$ cat src/rtl/triangle_fetch.sv
// ----------------------------------------------------------------------------
// triangle_fetch
//
// Upstream feeder for the rasterizer. A new_frame pulse starts a walk over a
// triangle list held in an external synchronous vertex ROM. The ROM holds one
// vertex per word and three words per triangle, so triangle n is at 3n..3n+2.
// Each triangle is assembled from its three words and clamped to the screen.
// It is then offered on vert1/2/3 under a valid/ready handshake.
// obj_done_out marks the last triangle of the list.
//
// Ports
//   clk_in         single system clock
//   rst_in         asynchronous, active-low reset
//   new_frame_in   1-cycle pulse: start a traversal at triangle 0
//   rom_addr_out   vertex ROM address (registered, holds outside FETCH)
//   rom_data_in    vertex word {x[26:18], y[17:9], z[8:0]}, ROM_LATENCY late
//   vert1_out      triangle vertex 1: [2]=x, [1]=y, [0]=z
//   vert2_out      triangle vertex 2, same layout
//   vert3_out      triangle vertex 3, same layout
//   valid_tri_out  vert*_out carry a triangle for the rasterizer
//   ready_in       rasterizer can accept a triangle
//   obj_done_out   high with valid_tri_out on the final triangle of the list
//   busy_out       high whenever the FSM is not idle
//   tri_idx_out    index of the triangle being fetched or presented
// ----------------------------------------------------------------------------
module triangle_fetch #(
   parameter int NUM_TRIS    = 12,
   parameter int ROM_LATENCY = 2,
   parameter int WIDTH       = 360,
   parameter int HEIGHT      = 360,
   parameter int ADDR_W      = $clog2(3 * NUM_TRIS),
   parameter int IDX_W       = $clog2(NUM_TRIS + 1)
) (
   input  logic              clk_in,
   input  logic              rst_in,
   input  logic              new_frame_in,
   output logic [ADDR_W-1:0] rom_addr_out,
   input  logic [26:0]       rom_data_in,
   output logic [2:0][8:0]   vert1_out,
   output logic [2:0][8:0]   vert2_out,
   output logic [2:0][8:0]   vert3_out,
   output logic              valid_tri_out,
   input  logic              ready_in,
   output logic              obj_done_out,
   output logic              busy_out,
   output logic [IDX_W-1:0]  tri_idx_out
);

   typedef enum logic [1:0] {
      IDLE,
      FETCH,
      DRAIN,
      PRESENT
   } state_t;

   localparam logic [IDX_W-1:0] LAST_IDX = IDX_W'(NUM_TRIS - 1);

   // First ROM word of a triangle.
   function automatic logic [ADDR_W-1:0] tri_base(input logic [IDX_W-1:0] idx);
      return ADDR_W'(3 * int'(idx));
   endfunction

   // Saturate an unsigned coordinate to the last pixel of its axis.
   function automatic logic [8:0] clamp(input logic [8:0] v, input int lim);
      return (int'(v) >= lim) ? 9'(lim - 1) : v;
   endfunction

   state_t            state_q, state_d;
   logic [IDX_W-1:0]  idx_q, idx_d;
   logic [ADDR_W-1:0] addr_q, addr_d;
   logic [1:0]        cnt_q, cnt_d;
   logic              pending_q, pending_d;
   logic              req;
   logic              transfer;

   // ROM return tracking: one tag per outstanding request. A tag carries the
   // word slot (0..2) down a ROM_LATENCY-deep pipe. The word sits on
   // rom_data_in while its tag is in the last stage.
   logic              req_v_q    [ROM_LATENCY];
   logic [1:0]        req_slot_q [ROM_LATENCY];
   logic              cap_v;
   logic [1:0]        cap_slot;

   logic [2:0][8:0]   vert_q [3];

   assign cap_v    = req_v_q[ROM_LATENCY-1];
   assign cap_slot = req_slot_q[ROM_LATENCY-1];
   assign transfer = (state_q == PRESENT) && ready_in;

   // -------------------------------------------------------------------------
   // Next-state and datapath-control logic
   // -------------------------------------------------------------------------
   always_comb begin
      // NOTE: every signal driven here gets a default first, so no path can
      // leave one unassigned and infer a latch.
      state_d   = state_q;
      idx_d     = idx_q;
      addr_d    = addr_q;
      cnt_d     = cnt_q;
      pending_d = pending_q;
      req       = 1'b0;

      // A frame request while busy is remembered. Repeated pulses collapse
      // into one.
      if (new_frame_in && (state_q != IDLE)) pending_d = 1'b1;

      unique case (state_q)
         IDLE: begin
            if (new_frame_in || pending_q) begin
               pending_d = 1'b0;
               idx_d     = '0;
               addr_d    = '0;
               cnt_d     = '0;
               state_d   = FETCH;
            end
         end

         FETCH: begin
            // The address register already holds the word for this cycle.
            // Advance it for the next word, but hold at 3n+2 after the last.
            req = 1'b1;
            if (cnt_q == 2'd2) begin
               cnt_d   = '0;
               state_d = DRAIN;
            end else begin
               cnt_d  = cnt_q + 2'd1;
               addr_d = addr_q + ADDR_W'(1);
            end
         end

         DRAIN: begin
            if (cap_v && (cap_slot == 2'd2)) state_d = PRESENT;
         end

         PRESENT: begin
            if (transfer) begin
               cnt_d = '0;
               if (idx_q == LAST_IDX) begin
                  idx_d = '0;
                  // A pulse coinciding with the final transfer restarts the
                  // walk immediately, as does one remembered earlier.
                  if (pending_q || new_frame_in) begin
                     pending_d = 1'b0;
                     addr_d    = '0;
                     state_d   = FETCH;
                  end else begin
                     state_d = IDLE;
                  end
               end else begin
                  idx_d   = idx_q + IDX_W'(1);
                  addr_d  = tri_base(idx_q + IDX_W'(1));
                  state_d = FETCH;
               end
            end
         end

         default: state_d = IDLE;
      endcase
   end

   // -------------------------------------------------------------------------
   // Control registers
   // -------------------------------------------------------------------------
   always_ff @(posedge clk_in or negedge rst_in) begin
      if (!rst_in) begin
         state_q   <= IDLE;
         idx_q     <= '0;
         addr_q    <= '0;
         cnt_q     <= '0;
         pending_q <= 1'b0;
      end else begin
         // NOTE: sequential state uses non-blocking assignments only, so all
         // registers update together from pre-edge values.
         state_q   <= state_d;
         idx_q     <= idx_d;
         addr_q    <= addr_d;
         cnt_q     <= cnt_d;
         pending_q <= pending_d;
      end
   end

   // -------------------------------------------------------------------------
   // ROM request tag pipeline. Reset clears it, which drops any fetch in flight.
   // -------------------------------------------------------------------------
   always_ff @(posedge clk_in or negedge rst_in) begin
      if (!rst_in) begin
         for (int i = 0; i < ROM_LATENCY; i++) begin
            req_v_q[i]    <= 1'b0;
            req_slot_q[i] <= '0;
         end
      end else begin
         req_v_q[0]    <= req;
         req_slot_q[0] <= cnt_q;
         for (int i = 1; i < ROM_LATENCY; i++) begin
            req_v_q[i]    <= req_v_q[i-1];
            req_slot_q[i] <= req_slot_q[i-1];
         end
      end
   end

   // -------------------------------------------------------------------------
   // Vertex capture with clamping. Captures happen only in FETCH and DRAIN,
   // so the vertices stay stable throughout PRESENT.
   // -------------------------------------------------------------------------
   always_ff @(posedge clk_in or negedge rst_in) begin
      if (!rst_in) begin
         // NOTE: this small register array drives outputs directly, so it is
         // reset. A large storage array would normally be left unreset.
         for (int i = 0; i < 3; i++) vert_q[i] <= '0;
      end else if (cap_v) begin
         unique case (cap_slot)
            2'd0:    vert_q[0] <= {clamp(rom_data_in[26:18], WIDTH),
                                   clamp(rom_data_in[17:9], HEIGHT),
                                   rom_data_in[8:0]};
            2'd1:    vert_q[1] <= {clamp(rom_data_in[26:18], WIDTH),
                                   clamp(rom_data_in[17:9], HEIGHT),
                                   rom_data_in[8:0]};
            default: vert_q[2] <= {clamp(rom_data_in[26:18], WIDTH),
                                   clamp(rom_data_in[17:9], HEIGHT),
                                   rom_data_in[8:0]};
         endcase
      end
   end

   // -------------------------------------------------------------------------
   // Outputs. All of them decode registered state, so valid_tri_out never
   // depends combinationally on ready_in.
   // -------------------------------------------------------------------------
   assign rom_addr_out  = addr_q;
   assign vert1_out     = vert_q[0];
   assign vert2_out     = vert_q[1];
   assign vert3_out     = vert_q[2];
   assign valid_tri_out = (state_q == PRESENT);
   assign obj_done_out  = valid_tri_out && (idx_q == LAST_IDX);
   assign busy_out      = (state_q != IDLE);
   assign tri_idx_out   = idx_q;

endmodule

$ cat config.mk
export PLATFORM = sky130hd
export DESIGN_NAME = triangle_fetch
export DESIGN_NICKNAME = d
export VERILOG_FILES = /design/src/rtl/triangle_fetch.sv
export SDC_FILE = /design/constraint.sdc
export NUM_CORES = 1
export LEC_CHECK = 0
export BUFFER_PORTS_ARGS = -buffer_cell sky130_fd_sc_hd__buf_2
export CORE_ASPECT_RATIO = 1.75
export CORE_MARGIN = 5
export CORE_UTILIZATION = 46
export CTS_CLUSTER_SIZE = 20
export DETAILED_ROUTE_END_ITERATION = 10
export PLACE_DENSITY = 0.8
export SLEW_MARGIN = 20
export SYNTH_ARGS = -nofsm -noshare
export SYNTH_HDL_FRONTEND = slang
export SYNTH_SLANG_ARGS = --single-unit
$ cat constraint.sdc
create_clock -name clk_in -period 2.05 [get_ports clk_in]
set_input_delay 0.3075 -clock clk_in [delete_from_list [all_inputs] [get_ports clk_in]]
set_output_delay 0.3075 -clock clk_in [all_outputs]
set_load 0.1 [all_outputs]
=== After elaboration in Yosys (flattened, before gate mapping) ===
Index checks and enable logic that the tools add are counted.

* Bits in registers: 102
* Bits of input ports: 31
* Output and inout bits: 94

* Add/sub/neg operators: 3
* $mul: 1
* Order comparisons: 2
* Equality and inequality tests: 12
* Muxes and demuxes: 28
* Bitwise operators: 1
* Reductions and logical operators: 18

{| class="wikitable"
|+ Operator list
! kind !! count
|-
| $mux 6 || 4
|-
| $ge 9x9->1 const B || 2
|-
| $mux 9 || 2
|-
| $pmux 6 s3 || 1
|-
| $mux 2 || 8
|-
| $mux 4 || 3
|-
| $reduce_and 3->1 || 3
|-
| $eq 2x2->1 const B || 4
|-
| $ne 2x2->1 const B || 4
|-
| $pmux 2 s4 || 1
|-
| $pmux 4 s2 || 1
|-
| $add 6x1->6 const B || 1
|-
| $mul 2x4->6 const A || 1
|-
| $mux 1 || 6
|-
| $pmux 2 s3 || 1
|-
| $reduce_and 2->1 || 3
|-
| $add 4x1->4 const B || 1
|-
| $eq 2x1->1 const B || 2
|-
| $eq 4x4->1 const B || 1
|-
| $logic_and 1x1->1 || 4
|-
| $logic_not 2->1 || 2
|-
| $reduce_and 4->1 || 1
|-
| $reduce_bool 2->1 || 2
|-
| $reduce_bool 3->1 || 1
|-
| 6 further kinds || 6
|}

=== Depth between registers and ports, before layout ===
Gate-level depths: netlist of the first run.

* Depth in word-level cells: 7
* Mapped depth: 9

=== Least setup slack after synthesis of the first run ===
OpenSTA, ideal clock, no wires.

* Path kind: reg-to-output
* From: register idx_q[0] (netlist: tri_idx_out[0])
* To: output port obj_done_out
* Arrival time: 2,743 ps
* Data required time: 1,742 ps
* Setup slack: -1,001 ps
* Cell stages (with the launch flop): 4
* Path buffers: 0
* Cell sequence: dfrtp_1 -> ha_1 -> nand3b_1 -> nor2_1

* Word-level cells in the longest chain between the ends: 2

{| class="wikitable"
|+ RTL lines
! item !! RTL line !! text
|-
| from (decl) || 69 || <nowiki>logic [IDX_W-1:0] idx_q, idx_d;</nowiki>
|-
| from (signal assigned) || 175 || <nowiki>idx_q <= idx_d;</nowiki>
|-
| $eq 4x4->1 || 234 || <nowiki>assign obj_done_out = valid_tri_out && (idx_q == LAST_IDX);</nowiki>
|-
| $logic_and 1x1->1 || 234 ||
|-
| to (decl) || 44 || <nowiki>output logic obj_done_out,</nowiki>
|}

Every way passes these cells.

=== Worst setup path in the final report of the first run ===
* From: register state_q[0]
* To: register addr_q[5] (netlist: rom_addr_out[5])

* Word-level cells in the longest chain between the ends: 4
* Elaborated cells on any way between the ends: 9

{| class="wikitable"
|+ RTL lines
! item !! RTL line !! text
|-
| from (decl) || 68 || <nowiki>state_t state_q, state_d;</nowiki>
|-
| from (signal assigned) || 174 || <nowiki>state_q <= state_d;</nowiki>
|-
| $eq 2x2->1 || 88, 107 ||
|-
| $logic_and 1x1->1 || 88 || <nowiki>assign transfer = (state_q == PRESENT) && ready_in;</nowiki>
|-
| $ne 2x1->1 (no source line) || -- ||
|-
| $reduce_and 3->1 (no source line) || -- ||
|-
| to (signal assigned) || 176 || <nowiki>addr_q <= addr_d;</nowiki>
|-
| to (decl) || 70 || <nowiki>logic [ADDR_W-1:0] addr_q, addr_d;</nowiki>
|}

Several ways; a longest one is shown, not always the timed one.
A chain may end at the register's enable or synchronous reset.

==> run summary, run 1 <==
Storage element area -> 2560 sq um
Syn Inst Count -> 392
Worst-path clk slew -> 0.07 ns
FF-to-FF setup slack -> 0.06 ns
Sink Count -> 102
Post-DP Area -> 5080 sq um
CTS H-tree depth -> 3
Area contributors post-synth -> dfrtp_1, nand2_1, mux2_2
Critical Path End Type -> flip-flop
Yosys reg bits -> 102
WL per Instance -> 16.5 um
Async SR Flop Fraction -> 100%
Setup-failing EPs final -> 0
Wirelength, routed -> 10700 um
Yosys top cell area share -> 60.9%
First-pass GRT wire length -> 16500 um
Hold Crit Class -> in -> reg
Number of port buffers -> 124
Largest net degree at the start of global routing -> 52
TritonRoute pass-1 iters -> 4
Max_slew headroom -> 65.5%
Hold endpoint -> vert1_out[0]
Synthesized area per cell -> 10.7 sq um
CP Data Required Time -> 2.33 ns
Die width -> 82.2 um
Grt peak-use layer -> met2
Clock Latency Late Sink -> 0.34 ns
Detailed placement HPWL -> 7850 um
Design area -> 5430 sq um
Finished Core Util -> 60.5%
Vias in the first global route -> 3459
Initial antenna violation count -> 0
Clock Skews -> 0.00476 ns
Status -> finished, final reports clean
Slew Viols, Final -> 0
Die span in y -> 136 um
Post-synth EDFFs -> 0
Min-delay src -> rom_data_in[0]
Net Count, Synth -> 434
TritonCTS clock tree -> built
CTS Root Cell -> clkbuf_16
Max Cap Violations -> 0
Synth-to-Final Area Change -> 29.6%
Reg2reg end -> rom_addr_out[5]
TritonCTS Buffers -> 9
Register area share after synthesis -> 60.9%
Ys flop type -> dfrtp_1
CP Launch Type -> flip-flop
Post-Syn Area -> 4190 sq um
Worst Max-Slew Pin Slew -> 0.521 ns
Distinct cell type count after synthesis -> 36
Placer congestion estimate -> 0.868
Final min period -> 1.99 ns
Warnings, synthesis -> 0
Crit Path Max Fanout -> 9
Unrepaired setup endpoints after global routing -> no
Reg2reg start -> state_q[0]
Via count -> 3388
Setup Fix Bufs, Post-CTS -> 0
Layout fillers -> 728
Final hold vios -> 0
Final nets -> 564
Tot GR Track Use -> 19.4%
Met2 usage -> 34.1%
Clock buffer depth -> 2
Full die area -> 11200 sq um
Initial DRC count -> 133
I/O Pins -> 125
GRT overflow -> 0
DRT antenna net count -> 0
Cell accounting for the most synthesized area -> dfrtp_1
CP max stage cell -> or4_1
Diode count -> 0
Grt met1 use -> 21.4%
Worst-path cell chain -> ha_4 -> nor2b_4 -> a211o_4 -> or4_1 -> nand2_1 -> a221o_1
Fraction of layout cells with a size suffix above 1 -> 36.4%
# DRC -> 0
Via density -> 5.24
Crit path arrival time -> 2.26 ns
Fin Setup TNS -> 0 ns
Core ar. -> 8980 sq um
Multi-input gate area in the final layout -> 1610 sq um
Crit path kind -> reg -> reg
Final period utilization -> 96.9%
Max incr delay on CP -> 0.52 ns
Top-count cell post-synth -> dfrtp_1
Max Fclk -> 504 MHz
Hold path cells -> 3
Row Count -> 46
Routing usage on met3 -> 4.91%
Top post-synthesis cells by count -> dfrtp_1, nand2_1, o21ai_0
Initial core utilization -> 46.7%
Worst reg-to-reg path cell count -> 6
state kept, by name, indices dropped and copies added, names as in the netlist, 2 cells and up:
signal / cells
cnt_q: 2
vert1_out: 27
cap_slot: 2
tri_idx_out: 4
rom_addr_out: 6
req_slot_q: 2
vert2_out: 27
state_q: 2
vert3_out: 27
repair_timing:
item / in CTS / in global routing
setup endpoints to repair: 1 / 1
resized for setup: 1 / 3
endpoints found under the hold margin: 33 / 0
hold buffers: 1 / 0
layout make-up:
| type | instances | share of cell area, % |
|---|---|---|
| Clock inverter | 4 | 0.990 |
| Sequential cell | 102 | 47.2 |
| Tap cell | 120 | 2.76 |
| Timing Repair Buffer | 134 | 13.6 |
| Clock buffer | 12 | 4.90 |
| Multi-Input combinational cell | 263 | 29.7 |
| Inverter | 12 | 0.829 |
critical path, delay by kind of cell (launching register included):
| kind | cells | cell delay, ns |
|---|---|---|
| simple gates | 3 | 0.75 |
| compound gates | 2 | 0.50 |
| flops | 1 | 0.46 |
| fa+ha+maj | 1 | 0.22 |
cells in the final DEF, fill, tap and decap left out, drive strengths merged:
cell type	count
nand2b	2
nor3	4
fa	1
nand3	4
o22a	1
bufinv	1
xor2	4
dlygate4sd3	1
o21a	3
o21ai	58
or4	1
and2	1
dfrtp	102
a31oi	1
o22ai	1
a211o	1
a221o	1
o31ai	1
nand2	95
nor2b	3
nor3b	2
inv	12
mux2i	2
buf	133
or3b	1
clkinv	1
ha	10
clkinvlp	2
a21oi	7
nand3b	2
xnor2	1
clkbuf	12
mux2	25
o211a	2
nor2	23
a21o	3
a22oi	3
layer usage:
layer	wire length, um	part of all wire [%]
met1	4010	38
met3	733	6.9
met5	0	0
met2	5530	52
met4	411	3.8
kinds of logic (layout without fill, tap and decap cells):
group / after synthesis / count (layout) / share of synthesized area [%]
flops: 102 / 102 / 60.9
compound gates: 82 / 82 / 11.3
buf+inv: 27 / 162 / 2.45
mux: 27 / 27 / 7.19
simple gates: 138 / 138 / 13.7
xor+xnor: 5 / 5 / 1.04
fa+ha+maj: 11 / 11 / 3.46
per-stage QoR:
step | setup WS, ns | hold slack (ns) | instances
2_1_floorplan | 0.0195 | 0.0119 | 392
3_3_place_gp | 0.142 | 0.282 | 630
3_5_place_dp | 0.0863 | 0.289 | 630
4_1_cts | 0.0517 | 0.174 | 647
5_1_grt | 0.00572 | 0.198 | 647
6_report | 0.0639 | 0.184 | 647
how the worst max path moves through the flow:
| stage | startpoint | end | slack, ns | cells after the start |
|---|---|---|---|---|
| 2_1_floorplan | tri_idx_out[0] | rom_addr_out[5] | 0.02 | 6 |
| 3_3_place_gp | tri_idx_out[0] | rom_addr_out[4] | 0.14 | 8 |
| 3_5_place_dp | tri_idx_out[0] | rom_addr_out[5] | 0.09 | 6 |
| 4_1_cts | state_q[0] | busy_out | 0.05 | 4 |
| 5_1_grt | state_q[0] | rom_addr_out[5] | 0.006 | 6 |
| 6_report | state_q[0] | rom_addr_out[5] | 0.06 | 6 |
Power of run 1 is not shown: default switching activity piles up to over one toggle a cycle in this logic, so the estimate is an artifact.
==> run 2: changes to the inputs <==
- clock period: 2.05 -> 1.6 ns (I/O delays scaled with it)
==> run 2 against run 1 <==
The run now ends with setup timing left. Wire length increased by 4.6%. Hold slack got worse by 0.057 ns. Critical path depth increased by 1. Register-to-register slack got worse by 0.43 ns. First-iteration DRC count increased by 49%. Clock-buffer cell count decreased by 2. Sequential share of layout area decreased by 3.7 points. Cell count increased by 4.3%. Utilization increased by 5.3 points. Fmax increased by 1.0%. Worst setup slack got worse by 0.43 ns. Critical path type unchanged. Largest cell class unchanged.
==> run summary, run 2 (synthesized netlist as in run 1, its figures left out) <==
Status -> complete, but fails checks (was finished, final reports clean)
Failing checks -> setup timing
Clock buffer depth -> 2 (unchanged)
Vias in the first global route -> 3558 (was 3459)
Hold Crit Class -> in -> reg (unchanged)
Die span in y -> 136 um (unchanged)
TritonCTS Buffers -> 9 (unchanged)
Crit path kind -> reg -> reg (unchanged)
CTS H-tree depth -> 3 (unchanged)
Number of port buffers -> 124 (unchanged)
I/O Pins -> 125 (unchanged)
Most frequent cells in the layout -> buf_2, nand2_1, dfrtp_1 (was buf_2, dfrtp_1, nand2_1)
Diode count -> 0 (unchanged)
Tot GR Track Use -> 20.3% (was 19.4%)
Full die area -> 11200 sq um (unchanged)
Initial antenna violation count -> 0 (unchanged)
Reg2reg end -> rom_addr_out[5] (unchanged)
Row Count -> 46 (unchanged)
Reg2reg start -> tri_idx_out[1] (was state_q[0])
TritonRoute pass-1 iters -> 5 (was 4)
Die width -> 82.2 um (unchanged)
PnR worst setup slack -> -0.366 ns (was 0.0639 ns)
# DRC -> 0 (unchanged)
Final hold vios -> 0 (unchanged)
Post-Place Setup Slack -> -0.322 ns (was 0.0863 ns)
Crit Path Max Fanout -> 4 (was 9)
Detailed placement HPWL -> 8140 um (was 7850 um)
Fin Setup TNS -> -2.73 ns (was 0 ns)
Placer congestion estimate -> 0.859 (was 0.868)
Worst-path clk slew -> 0.07 ns (about the same)
Max incr delay on CP -> 0.52 ns (about the same)
CP Data Required Time -> 1.82 ns (was 2.33 ns)
Setup-failing EPs final -> 14 (was 0)
TritonCTS clock tree -> built (unchanged)
CTS Root Cell -> clkbuf_16 (unchanged)
Clock Skews -> 0.00564 ns (was 0.00476 ns)
Final nets -> 592 (was 564)
Worst reg-to-reg path cell count -> 7 (was 6)
Synth-to-Final Area Change -> 40.9% (was 29.6%)
Via density -> 5.25 (was 5.24)
GRT overflow -> 0 (unchanged)
Largest net degree at the start of global routing -> 44 (was 52)
Max Fclk -> 509 MHz (was 504 MHz)
Initial core utilization -> 46.7% (unchanged)
CP max stage cell -> dfrtp_4 (was or4_1)
CP startpoint -> tri_idx_out[1] (was state_q[0])
Fraction of layout cells with a size suffix above 1 -> 45.2% (was 36.4%)
Final period utilization -> 123% (was 96.9%)
Finished Core Util -> 65.8% (was 60.5%)
Sink Count -> 102 (unchanged)
Slew Viols, Final -> 0 (unchanged)
Critical Path End Type -> flip-flop (unchanged)
Min-delay src -> rom_data_in[0] (unchanged)
Max_slew headroom -> 65.7% (was 65.5%)
CP Launch Type -> flip-flop (unchanged)
Worst-path cell chain -> ha_4 -> xor2_4 -> buf_4 -> fa_2 -> a21oi_2 -> nor3_1 -> a221o_1 (was ha_4 -> nor2b_4 -> a211o_4 -> or4_1 -> nand2_1 -> a221o_1)
Core ar. -> 8980 sq um (unchanged)
CP Capture Point -> rom_addr_out[5] (unchanged)
Most common cell after layout, fill and taps aside -> buf_2 (unchanged)
Clock Latency Late Sink -> 0.34 ns (about the same)
Wirelength, routed -> 11200 um (was 10700 um)
Crit path arrival time -> 2.19 ns (was 2.26 ns)
First-pass GRT wire length -> 17400 um (was 16500 um)
WL per Instance -> 16.6 um (was 16.5 um)
Layout fillers -> 643 (was 728)
Via count -> 3545 (was 3388)
Final min period -> 1.97 ns (was 1.99 ns)
FF-to-FF setup slack -> -0.37 ns (was 0.06 ns)
Unrepaired setup endpoints after global routing -> yes (was no)
DRT antenna net count -> 0 (unchanged)
Initial DRC count -> 198 (was 133)
Max Cap Violations -> 0 (unchanged)
Worst Max-Slew Pin Slew -> 0.517 ns (was 0.521 ns)
-- run 2: worst min-delay path by stage --
stage / to / slack [ns] / cells after the start
CTS: vert1_out[0] / 0.12 / 3
floorplan: cap_slot[0] / -0.06 / 0
global route: vert1_out[5] / 0.14 / 3
detailed placement: vert1_out[21] / 0.22 / 1
finish: vert1_out[0] / 0.13 / 3
global placement: vert3_out[20] / 0.21 / 1
-- run 2: layer usage --
metal | GRT usage, % | up-vias | wire (um)
li1 | - | 1636 | -
met1 | 22.9 | 1745 | 4190
met2 | 36.9 | 143 | 6100
met3 | 3.98 | 21 | 639
met4 | 7.39 | 0 | 250
met5 | 0 | - | 0
-- run 2: worst max-delay path, delay by kind of cell (launching register included) --
family	cells	cell delay (ns)
AND/OR/NAND/NOR	1	0.06
XOR/XNOR	1	0.17
adder cells (fa/ha/maj)	2	0.55
buffers and inverters	1	0.15
flip-flops	1	0.52
AO/OA/AOI/OAI	2	0.39
-- run 2: repair_timing --
| action | in CTS | in global routing |
|---|---|---|
| buffers inserted | 5 | 6 |
| endpoints found under the setup margin | 14 | 16 |
| hold buffers | 1 | 0 |
| endpoints found under the hold margin | 30 | 0 |
| gates resized for setup | 19 | 19 |
| pin swaps | 7 | 8 |
-- run 2: final cells by class --
type                       count  area [sq um]  area share, %
clock buffer                  10           239           4.05
clock inverter                 6          53.8          0.911
inverter                      12          51.3          0.869
multi-input combinational    263          1770           30.0
sequential                   102          2570           43.5
tap                          120           150           2.54
timing repair buffer         162          1070           18.1
-- run 2: through the flow --
step                instance area, sq um  hold WS [ns]  std cells
global route                        5910         0.136        675
finish                              5910         0.128        675
floorplan                           4350       -0.0556        392
detailed placement                  5380         0.216        647
CTS                                 5780         0.117        669
global placement                    5380         0.207        647
Power of run 2 is left out for the same reason.
